`config.mk`:
```
export PLATFORM = sky130hd
export DESIGN_NAME = hilo_muldiv_ctrl_flat
export DESIGN_NICKNAME = d
export VERILOG_FILES = /design/src/rtl/hilo_muldiv_ctrl_pkg.sv /design/src/rtl/hilo_muldiv_ctrl_if.sv /design/src/rtl/hilo_muldiv_ctrl_step.sv /design/src/rtl/hilo_muldiv_ctrl.sv /design/src/flat_wrapper.sv
export SDC_FILE = /design/constraint.sdc
export NUM_CORES = 1
export LEC_CHECK = 0
export CORE_UTILIZATION = 45
export DETAILED_ROUTE_END_ITERATION = 12
export SLEW_MARGIN = 20
export SYNTH_ARGS = -nofsm -noshare
export SYNTH_HDL_FRONTEND = slang
export SYNTH_SLANG_ARGS = --single-unit
export TNS_END_PERCENT = 30
```
`constraint.sdc`:
```
create_clock -name clock -period 5.7 [get_ports clock]
set_input_delay 1.14 -clock clock [delete_from_list [all_inputs] [get_ports clock]]
set_output_delay 1.14 -clock clock [all_outputs]
set_load 0.01 [all_outputs]
```
`src/rtl/hilo_muldiv_ctrl_pkg.sv`:
```
// ============================================================================
// Module      : hilo_pkg
// Description : Shared types and constants for the HI/LO multiply/divide
//               sequencer. Holds the FSM state encoding, the operation codes
//               and a helper that sizes the iteration counter.
//               Optional feature macro: HILO_DIVZERO_FLAG_EN (see top).
// Revision    : 1.0 - initial release
// ============================================================================
`default_nettype none

package hilo_pkg;

  localparam int HILO_DATA_WIDTH = 32;

  localparam logic OP_MUL = 1'b0;
  localparam logic OP_DIV = 1'b1;

  typedef enum logic [2:0] {
    ST_IDLE  = 3'd0,
    ST_LOAD  = 3'd1,
    ST_ITER  = 3'd2,
    ST_FIXUP = 3'd3,
    ST_WRITE = 3'd4
  } state_t;

  // Counter must hold DATA_WIDTH-1; never narrower than one bit.
  function automatic int hilo_cnt_width(input int w);
    return (w > 1) ? $clog2(w) : 1;
  endfunction

endpackage

`default_nettype wire

```
`src/rtl/hilo_muldiv_ctrl_if.sv`:
```
// ============================================================================
// Module      : hilo_muldiv_ctrl_if
// Description : Bus between the control unit / datapath (master) and the
//               MUL/DIV sequencer (slave).
//   start, op, op_a, op_b      : master -> slave request and operands
//   busy, done                 : slave status
//   HIin, LOin                 : one-cycle HI/LO register enables
//   hi_data, lo_data           : values to load into HI/LO
//   div_zero                   : only with HILO_DIVZERO_FLAG_EN
// Revision    : 1.0 - initial release
// ============================================================================
`default_nettype none

interface hilo_muldiv_ctrl_if
  import hilo_pkg::*;
#(
  parameter int DATA_WIDTH = HILO_DATA_WIDTH
);
  logic                  start;
  logic                  op;
  logic [DATA_WIDTH-1:0] op_a;
  logic [DATA_WIDTH-1:0] op_b;
  logic                  busy;
  logic                  done;
  logic                  HIin;
  logic                  LOin;
  logic [DATA_WIDTH-1:0] hi_data;
  logic [DATA_WIDTH-1:0] lo_data;
`ifdef HILO_DIVZERO_FLAG_EN
  logic                  div_zero;

  modport master (
    output start, op, op_a, op_b,
    input  busy, done, HIin, LOin, hi_data, lo_data, div_zero
  );
  modport slave (
    input  start, op, op_a, op_b,
    output busy, done, HIin, LOin, hi_data, lo_data, div_zero
  );
`else
  modport master (
    output start, op, op_a, op_b,
    input  busy, done, HIin, LOin, hi_data, lo_data
  );
  modport slave (
    input  start, op, op_a, op_b,
    output busy, done, HIin, LOin, hi_data, lo_data
  );
`endif
endinterface

`default_nettype wire

```
`src/rtl/hilo_muldiv_ctrl_step.sv`:
```
// ============================================================================
// Module      : hilo_iter_step
// Description : Combinational single-bit step of the unsigned MUL/DIV core.
//   op_i     : OP_MUL shift-add, OP_DIV restoring shift-subtract
//   acc_i    : accumulator (upper product half / partial remainder)
//   shreg_i  : shift register (multiplier -> lower product / dividend -> quotient)
//   m_i      : multiplicand / divisor magnitude
//   acc_o, shreg_o : values after one step
// Revision    : 1.0 - initial release
// ============================================================================
`default_nettype none

module hilo_iter_step
  import hilo_pkg::*;
#(
  parameter int DATA_WIDTH = HILO_DATA_WIDTH
) (
  input  logic                  op_i,
  input  logic [DATA_WIDTH-1:0] acc_i,
  input  logic [DATA_WIDTH-1:0] shreg_i,
  input  logic [DATA_WIDTH-1:0] m_i,
  output logic [DATA_WIDTH-1:0] acc_o,
  output logic [DATA_WIDTH-1:0] shreg_o
);

  logic [DATA_WIDTH:0] sum;
  logic [DATA_WIDTH:0] rem_sh;
  logic [DATA_WIDTH:0] diff;

  always_comb begin
    sum    = {1'b0, acc_i} + (shreg_i[0] ? {1'b0, m_i} : '0);
    rem_sh = {acc_i, shreg_i[DATA_WIDTH-1]};
    diff   = rem_sh - {1'b0, m_i};
    acc_o   = acc_i;
    shreg_o = shreg_i;
    if (op_i == OP_MUL) begin
      // The carry-out of the add shifts into the accumulator MSB.
      acc_o   = sum[DATA_WIDTH:1];
      shreg_o = {sum[0], shreg_i[DATA_WIDTH-1:1]};
    end else if (!diff[DATA_WIDTH]) begin
      // No borrow: the shifted remainder covers the divisor.
      acc_o   = diff[DATA_WIDTH-1:0];
      shreg_o = {shreg_i[DATA_WIDTH-2:0], 1'b1};
    end else begin
      acc_o   = rem_sh[DATA_WIDTH-1:0];
      shreg_o = {shreg_i[DATA_WIDTH-2:0], 1'b0};
    end
  end

endmodule

`default_nettype wire

```
`src/rtl/hilo_muldiv_ctrl.sv`:
```
// ============================================================================
// Module      : hilo_muldiv_ctrl
// Description : Multi-cycle signed MUL/DIV sequencer owning the HI/LO write
//               path. One bit per clock; result written through one-cycle
//               HIin/LOin strobes.
//   clock    : rising-edge clock
//   clear    : synchronous active-high reset, overrides everything
//   bus      : hilo_muldiv_ctrl_if.slave (start/op/op_a/op_b in,
//              busy/done/HIin/LOin/hi_data/lo_data[/div_zero] out)
// Macro       : HILO_DIVZERO_FLAG_EN - divide by zero is short-circuited
//               and flagged on div_zero instead of writing HI/LO.
// Revision    : 1.0 - initial release
// ============================================================================
`default_nettype none

module hilo_muldiv_ctrl
  import hilo_pkg::*;
#(
  parameter int DATA_WIDTH = HILO_DATA_WIDTH
) (
  input logic                clock,
  input logic                clear,
  hilo_muldiv_ctrl_if.slave  bus
);

  localparam int CNT_W = hilo_cnt_width(DATA_WIDTH);

  state_t                  state_q;
  logic                    op_q;
  logic [DATA_WIDTH-1:0]   opa_q;
  logic [DATA_WIDTH-1:0]   opb_q;
  logic [DATA_WIDTH-1:0]   acc_q;
  logic [DATA_WIDTH-1:0]   shreg_q;
  logic [DATA_WIDTH-1:0]   m_q;
  logic [CNT_W-1:0]        cnt_q;
  logic                    neg_res_q;
  logic                    neg_rem_q;
  logic                    busy_q;
  logic                    done_q;
  logic                    we_q;
  logic [DATA_WIDTH-1:0]   hi_q;
  logic [DATA_WIDTH-1:0]   lo_q;
`ifdef HILO_DIVZERO_FLAG_EN
  logic                    dz_q;
`endif

  logic [DATA_WIDTH-1:0]   acc_d;
  logic [DATA_WIDTH-1:0]   shreg_d;
  logic [DATA_WIDTH-1:0]   fix_hi_d;
  logic [DATA_WIDTH-1:0]   fix_lo_d;
  logic [2*DATA_WIDTH-1:0] prod;

  hilo_iter_step #(.DATA_WIDTH(DATA_WIDTH)) u_step (
    .op_i    (op_q),
    .acc_i   (acc_q),
    .shreg_i (shreg_q),
    .m_i     (m_q),
    .acc_o   (acc_d),
    .shreg_o (shreg_d)
  );

  // Sign fix-up of the unsigned core result.
  always_comb begin
    prod     = {acc_q, shreg_q};
    fix_hi_d = '0;
    fix_lo_d = '0;
    if (op_q == OP_MUL) begin
      if (neg_res_q) prod = -prod;
      {fix_hi_d, fix_lo_d} = prod;
    end else begin
      fix_lo_d = neg_res_q ? -shreg_q : shreg_q;
      fix_hi_d = neg_rem_q ? -acc_q : acc_q;
`ifndef HILO_DIVZERO_FLAG_EN
      if (opb_q == '0) begin
        fix_lo_d = '1;
        fix_hi_d = opa_q;
      end
`endif
    end
  end

  always_ff @(posedge clock) begin
    if (clear) begin
      state_q   <= ST_IDLE;
      op_q      <= OP_MUL;
      opa_q     <= '0;
      opb_q     <= '0;
      acc_q     <= '0;
      shreg_q   <= '0;
      m_q       <= '0;
      cnt_q     <= '0;
      neg_res_q <= 1'b0;
      neg_rem_q <= 1'b0;
      busy_q    <= 1'b0;
      done_q    <= 1'b0;
      we_q      <= 1'b0;
      hi_q      <= '0;
      lo_q      <= '0;
`ifdef HILO_DIVZERO_FLAG_EN
      dz_q      <= 1'b0;
`endif
    end else begin
      done_q <= 1'b0;
      we_q   <= 1'b0;
`ifdef HILO_DIVZERO_FLAG_EN
      dz_q   <= 1'b0;
`endif
      case (state_q)
        ST_IDLE: begin
          if (bus.start) begin
            op_q    <= bus.op;
            opa_q   <= bus.op_a;
            opb_q   <= bus.op_b;
            busy_q  <= 1'b1;
            state_q <= ST_LOAD;
          end
        end
        ST_LOAD: begin
          acc_q     <= '0;
          shreg_q   <= opa_q[DATA_WIDTH-1] ? -opa_q : opa_q;
          m_q       <= opb_q[DATA_WIDTH-1] ? -opb_q : opb_q;
          cnt_q     <= CNT_W'(DATA_WIDTH - 1);
          neg_res_q <= opa_q[DATA_WIDTH-1] ^ opb_q[DATA_WIDTH-1];
          neg_rem_q <= opa_q[DATA_WIDTH-1];
          state_q   <= ST_ITER;
`ifdef HILO_DIVZERO_FLAG_EN
          // Divide by zero skips the iteration and leaves HI/LO untouched.
          if (op_q == OP_DIV && opb_q == '0) begin
            done_q  <= 1'b1;
            dz_q    <= 1'b1;
            state_q <= ST_WRITE;
          end
`endif
        end
        ST_ITER: begin
          acc_q   <= acc_d;
          shreg_q <= shreg_d;
          cnt_q   <= cnt_q - 1'b1;
          if (cnt_q == '0) state_q <= ST_FIXUP;
        end
        ST_FIXUP: begin
          hi_q    <= fix_hi_d;
          lo_q    <= fix_lo_d;
          done_q  <= 1'b1;
          we_q    <= 1'b1;
          state_q <= ST_WRITE;
        end
        ST_WRITE: begin
          busy_q  <= 1'b0;
          state_q <= ST_IDLE;
        end
        default: begin
          busy_q  <= 1'b0;
          state_q <= ST_IDLE;
        end
      endcase
    end
  end

  assign bus.busy    = busy_q;
  assign bus.done    = done_q;
  assign bus.HIin    = we_q;
  assign bus.LOin    = we_q;
  assign bus.hi_data = hi_q;
  assign bus.lo_data = lo_q;
`ifdef HILO_DIVZERO_FLAG_EN
  assign bus.div_zero = dz_q;
`endif

endmodule

`default_nettype wire

```
`src/flat_wrapper.sv`:
```
// flat-port wrapper written by rule: the top's interface ports become plain ports
module hilo_muldiv_ctrl_flat import hilo_pkg::*;
#(
  parameter int DATA_WIDTH = HILO_DATA_WIDTH
)
  (clock, clear, bus_start, bus_op, bus_op_a, bus_op_b, bus_busy, bus_done, bus_HIin, bus_LOin, bus_hi_data, bus_lo_data);
  hilo_muldiv_ctrl_if #(.DATA_WIDTH(DATA_WIDTH)) bus_i ();
  input logic clock;
  input logic clear;
  input wire logic [$bits(bus_i.start)-1:0] bus_start;
  input wire logic [$bits(bus_i.op)-1:0] bus_op;
  input wire logic [$bits(bus_i.op_a)-1:0] bus_op_a;
  input wire logic [$bits(bus_i.op_b)-1:0] bus_op_b;
  output wire logic [$bits(bus_i.busy)-1:0] bus_busy;
  output wire logic [$bits(bus_i.done)-1:0] bus_done;
  output wire logic [$bits(bus_i.HIin)-1:0] bus_HIin;
  output wire logic [$bits(bus_i.LOin)-1:0] bus_LOin;
  output wire logic [$bits(bus_i.hi_data)-1:0] bus_hi_data;
  output wire logic [$bits(bus_i.lo_data)-1:0] bus_lo_data;
  assign bus_i.start = bus_start;
  assign bus_i.op = bus_op;
  assign bus_i.op_a = bus_op_a;
  assign bus_i.op_b = bus_op_b;
  assign bus_busy = bus_i.busy;
  assign bus_done = bus_i.done;
  assign bus_HIin = bus_i.HIin;
  assign bus_LOin = bus_i.LOin;
  assign bus_hi_data = bus_i.hi_data;
  assign bus_lo_data = bus_i.lo_data;
  hilo_muldiv_ctrl #(.DATA_WIDTH(DATA_WIDTH)) u_core (.clock(clock), .clear(clear), .bus(bus_i));
endmodule
```
==> flow_summary.json, run 1 <==
{
  "die_area_um2": 37940,
  "vias": 16380,
  "grt_use_total_pct": 28.27,
  "crit_path_start_kind": "register",
  "finalSetupTns_ps": 0,
  "core-area_um2": 36610,
  "htreeDepth": 1,
  "worstPathRequired_ps": 6110,
  "layout-drive-gt1-share_pct": 4.442,
  "finalNonFillerCells": 2719,
  "synth_edf_count": 0,
  "synth_fa_ha_area_share_pct": 5.477,
  "fin_util_pct": 52.31,
  "layout.nets": 2370,
  "dpl.hpwl_um": 40020,
  "max_stage_delay_ps": 720,
  "slew_viol_final": 0,
  "clock-sinks": 237,
  "drtPass1Iterations": 5,
  "multiInputGateArea_um2": 11050,
  "gp_congestion": 0.9180,
  "async_flop_share_pct": 0,
  "crit_path_top_delay_cell": "dfxtp_1",
  "antenna_left": 0,
  "synth_top_family_by_area": "compound AO/OA/AOI/OAI gates",
  "syn_to_final_growth_pct": 14.52,
  "yosysWarnings": 0,
  "hold_viol_final": 0,
  "post_cts_buffers": 0,
  "status": "finished clean",
  "die_y_um": 194.8,
  "end_kind": "register",
  "io_buffers": 135,
  "skew_ps": 40.29,
  "path_depth": 12,
  "whs_ps": 452.4,
  "root_buffer": "clkbuf_16",
  "synth_xor_area_share_pct": 9.636,
  "period_minus_slack_ps": 4227,
  "syn_area_per_cell_um2": 7.509,
  "start_util_pct": 45.68,
  "antenna_found_initial": 0,
  "ys.flop_type": "dfxtp_1",
  "post-place-cells": 2668,
  "synth_seq_cells": 237,
  "ys_seq_area_share_pct": 28.37,
  "drtIter0Drc": 1223,
  "post-route-period-util_pct": 74.15,
  "synth_compound_area_share_pct": 27.27,
  "finalWorstSetupSlack_ps": 1473,
  "remaining_drc_errors": 0,
  "synth-simple-area-share_pct": 20.23,
  "path_cells": "ha_1, inv_1, o311ai_0, a32oi_1, o31a_1, a21oi_1, a311oi_1, buf_4, nand2_1, buf_4, mux2i_1, o221ai_1",
  "p_per_area_nw_per_um2": 266.6,
  "syn-cell-area_um2": 16720,
  "critical_path.top_delay_family": "compound AO/OA/AOI/OAI gates",
  "synthCells": 2227,
  "wire_per_inst_um": 20.05,
  "crit_top_cell": "buf_4",
  "worstMarginPinSlew_ps": 1076,
  "cts_hold_buf": 0,
  "clkSlewWorstSetupHoldPaths_ps": 60,
  "cp.arrival_ps": 4630,
  "drt-total-wl_um": 54510,
  "hold_depth": 2,
  "clock.fmax_ghz": 0.2366,
  "crit_type": "register to register",
  "regArea_um2": 4752,
  "synth_fp_nets": 2367,
  "vias_per_cell": 6.025,
  "power_leakage_nw": 7.289,
  "slew_headroom_pct": 27.74,
  "cts_tree": "built",
  "grt_start_max_net_pins": 126,
  "path_max_fanout": 15,
  "cts_resized": 0,
  "setup_viol": 0,
  "place_ws_ps": 1499,
  "fp-row-count": 70,
  "ios": 136,
  "path_buf_inv": 3,
  "diodes": 0,
  "rsz0062_at_grt": "false",
  "ir_worst_vdd_mv": 0.2721,
  "cap_violations": 0,
  "first_global_vias": 15670,
  "clockBufferDepth": 3,
  "worst_hold_path_type": "register to register",
  "yosys-mux-area-fraction_pct": 3.292,
  "fp.dieW_um": 194.8,
  "grt_overflow": 0,
  "clkLatencyLatePin_ps": 600,
  "r2r_cells": 12,
  "synth.distinct_cells": 75,
  "fill_cells": 3605,
  "cts_buffers": 28,
  "grt_pass1_wl_um": 86200
}
cells by family after synthesis:
family | Yosys count
buffers and inverters | 250
AO/OA/AOI/OAI | 688
XOR/XNOR | 184
AND/OR/NAND/NOR | 741
multiplexers | 55
adder cells (fa/ha/maj) | 72
flip-flops | 237
layer usage:
metal	up-vias	share of wire (%)	routed length (um)	global-route usage, %
li1	8030	-	-	-
met1	7725	43	23430	35.80
met4	0	4.1	2249	12.60
met3	119	5.3	2913	2.742
met5	-	0	0	0
met2	508	48	25920	48.57
path summary, 6_finish.rpt:
kind | start | to | slack (ps)
setup / recovery | u_core.acc_q[13] | u_core.acc_q[10] | 1470
hold reg to reg | u_core.bus.hi_data[10] | u_core.bus.hi_data[10] | 450
setup reg to reg | u_core.acc_q[13] | u_core.acc_q[10] | 1470
hold / removal | u_core.bus.hi_data[10] | u_core.bus.hi_data[10] | 450
state kept, by name, summed over array words and instances, names as in the netlist, 5 cells and up:
signal	cells
u_core.opa_q	32
u_core.bus.hi_data	32
u_core.opb_q	32
u_core.acc_q	32
u_core.m_q	32
u_core.cnt_q	5
u_core.bus.lo_data	32
u_core.shreg_q	32
Yosys cell counts (all sizes together), types with 25 or more instances:
cell type	number	area share, %
ha	70	5.2
nor2	215	4.9
a21o	42	1.9
dfxtp	237	28
a311oi	37	1.9
nand3	30	0.90
inv	66	1.5
o21ai	123	3.7
clkbuf	158	3.6
nor3	60	1.8
a21oi	174	5.2
o31ai	39	1.8
xnor2	75	3.9
xor2	109	5.7
or3	27	1.0
a211oi	99	4.4
nand2	277	6.2
mux2i	55	3.3
o211ai	33	1.5
buf	25	0.67
tightest hold or removal path, stage by stage, from the launching register on:
cell and delay [ps]:
dfxtp_1 300, nand2_1 50, a21oi_1 50
cells in the final DEF, fill, tap and decap left out, types with 12 or more instances in the layout:
cell,instances
a211oi_1,99
nor2b_1,17
or4_1,14
mux2i_1,55
o31ai_1,39
nor2_1,214
a21oi_1,174
and3_1,12
o41ai_1,24
a22oi_1,21
nand2b_1,21
inv_1,66
ha_1,70
nor3_1,56
dfxtp_1,235
nand3_1,30
clkdlybuf4s50_1,134
nor4_1,14
or3_1,25
clkbuf_16,28
nand2_1,276
a21o_1,42
xnor2_1,75
xor2_1,109
o211ai_1,33
buf_4,20
a311oi_1,37
o21ai_0,122
final cells by class:
cell class,instances,area share (%)
multi-input combinational,1740,57.72
clock buffer,36,4.024
tap,468,3.057
sequential,237,24.81
inverter,67,1.313
timing repair buffer,156,7.951
clock inverter,15,1.124
report_power, final:
part | internal (W) | switching, W
combinational | 0.000503 | 0.000762
clock | 0.00114 | 0.000770
sequential | 0.00176 | 0.000168
total | 0.00341 | 0.00170
per-stage QoR:
stage	instance area [um2]	power, W
detailed placement	18160	0.003223
global route	19150	0.005357
finish	19150	0.005107
floorplan	16720	0.002828
CTS	19150	0.005144
global placement	18150	0.003210
Power figures use the tool's default switching activity.
==> run 2, diff against run 1 <==
==> constraint.sdc (replaced) <==
create_clock -name clock -period 4 [get_ports clock]
set_input_delay 0.8 -clock clock [delete_from_list [all_inputs] [get_ports clock]]
set_output_delay 0.8 -clock clock [all_outputs]
set_load 0.01 [all_outputs]
==> run 2 against run 1 <==
Cell count rose by 1.6%. Largest power group unchanged. Utilization rose by 0.94 points. Clock power rose by 42%. Count of clock-buffer cells in the layout rose by 5. Critical path depth fell by 1. Non-clock buffer count rose by 47. Register-to-register slack got worse by 1100 ps. First-iteration DRC count rose by 1.4%.
==> flow_summary.json, run 2 (same netlist as run 1, synthesis figures left out) <==
{
  "end_kind": "register",
  "switchingPower_w": 0.002356,
  "post-route-period-util_pct": 91.33,
  "slew_viol_final": 0,
  "first_global_vias": 15730,
  "fill_cells": 3561,
  "crit_path_start_kind": "register",
  "mostFrequentLayoutCells": "nand2_1, dfxtp_1, nor2_1",
  "cts_tree": "built",
  "grt_start_max_net_pins": 162,
  "clkSlewWorstSetupHoldPaths_ps": 70,
  "intPower_w": 0.004941,
  "worst_hold_path_type": "register to register",
  "diodes": 0,
  "vias": 16610,
  "cap_violations": 0,
  "fp-row-count": 70,
  "vias_per_cell": 6.013,
  "setup_viol": 0,
  "start_util_pct": 45.68,
  "drt-total-wl_um": 55250,
  "post_cts_buffers": 0,
  "rrSetupSlack_ps": 350,
  "finalNonFillerCells": 2763,
  "cp.arrival_ps": 4150,
  "slew_headroom_pct": 37.00,
  "clockBufferDepth": 3,
  "htreeDepth": 1,
  "pwr-share-clk_pct": 37.2,
  "gp_congestion": 0.9377,
  "rsz0062_at_grt": "false",
  "final_common_cell": "nand2_1",
  "grt_use_total_pct": 28.71,
  "worstPathRequired_ps": 4500,
  "finalSetupTns_ps": 0,
  "clock.fmax_ghz": 0.2737,
  "io_buffers": 135,
  "antenna_left": 0,
  "skew_ps": 13.98,
  "grt_pass1_wl_um": 87290,
  "syn_to_final_growth_pct": 16.58,
  "die_area_um2": 37940,
  "crit_type": "register to register",
  "cts_hold_buf": 0,
  "layout-drive-gt1-share_pct": 6.100,
  "clock-sinks": 237,
  "ir_worst_vdd_mv": 0.3750,
  "cts_buffers": 28,
  "drtIter0Drc": 1240,
  "post-place-cells": 2715,
  "p_seq_share_pct": 37.5,
  "remaining_drc_errors": 0,
  "status": "finished clean",
  "ios": 136,
  "switching_share_pct": 32.29,
  "grt_overflow": 0,
  "root_buffer": "clkbuf_16",
  "fp.dieW_um": 194.8,
  "cts_resized": 0,
  "core-area_um2": 36610,
  "die_y_um": 194.8,
  "hold_viol_final": 0,
  "p_per_area_nw_per_um2": 374.3,
  "path_max_fanout": 10,
  "dpl.hpwl_um": 41630,
  "pwr-share-comb_pct": 25.3,
  "drtPass1Iterations": 6,
  "wire_per_inst_um": 20.00,
  "worstMarginPinSlew_ps": 943.7,
  "period_minus_slack_ps": 3653,
  "clkLatencyLatePin_ps": 560,
  "layout.nets": 2417,
  "power_leakage_nw": 7.526,
  "antenna_found_initial": 0
}
run 2: path summary, 6_finish.rpt:
check,end,from,cells after the start
worst max register to register,u_core.bus.hi_data[18],u_core.acc_q[1],11
worst min register to register,u_core.bus.hi_data[10],u_core.bus.hi_data[10],2
worst max-delay path,u_core.bus.hi_data[18],u_core.acc_q[1],11
worst min-delay path,u_core.bus.hi_data[10],u_core.bus.hi_data[10],2
run 2: power by group through the flow:
stage | Combinational, W | Sequential, W | Clock (W)
finish | 0.00185 | 0.00274 | 0.00271
global route | 0.00205 | 0.00276 | 0.00286
CTS | 0.00185 | 0.00273 | 0.00276
detailed placement | 0.00184 | 0.00279 | 0
global placement | 0.00183 | 0.00278 | 0
floorplan | 0.00135 | 0.00268 | 0
run 2: stage by stage:
stage / hold slack [ps] / power [W] / utilization [%] / cell area, um2 / setup slack, ps
floorplan: 431.9 / 0.004029 / - / 16720 / 732.7
global placement: 443.6 / 0.004608 / 50.59 / 18520 / 379.9
detailed placement: 449.0 / 0.004625 / 50.59 / 18520 / 380.4
CTS: 456.2 / 0.007348 / 53.25 / 19500 / 366.7
global route: 474.4 / 0.007668 / 53.25 / 19500 / 96.29
finish: 454.4 / 0.007297 / 53.25 / 19500 / 346.8
run 2: routing by layer:
layer / up-vias / share of wire, % / routed length (um) / global-route usage, %
li1: 8105 / - / - / -
met1: 7881 / 43 / 23600 / 35.84
met2: 505 / 48 / 26520 / 50.02
met3: 123 / 4.9 / 2704 / 2.933
met4: 0 / 4.4 / 2417 / 12.48
met5: - / 0 / 0 / 0
run 2: area by class of cell:
cell class	instances	area, um2	share of cell area [%]
timing repair buffer	203	1888	9.684
inverter	67	251.5	1.290
multi-input combinational	1740	11050	56.66
sequential	237	4750	24.36
clock inverter	7	145.1	0.7444
clock buffer	41	830.8	4.261
tap	468	585.6	3.003
run 2: critical path: stages, from the launching register on:
cell and delay [ps]:
dfxtp_1 360, inv_1 240, ha_1 270, or3b_2 500
nand4b_1 290, or3_1 530, or2_2 410, o41ai_1 380
xnor2_1 160, nor2_1 50, a21oi_1 210, a22o_1 150
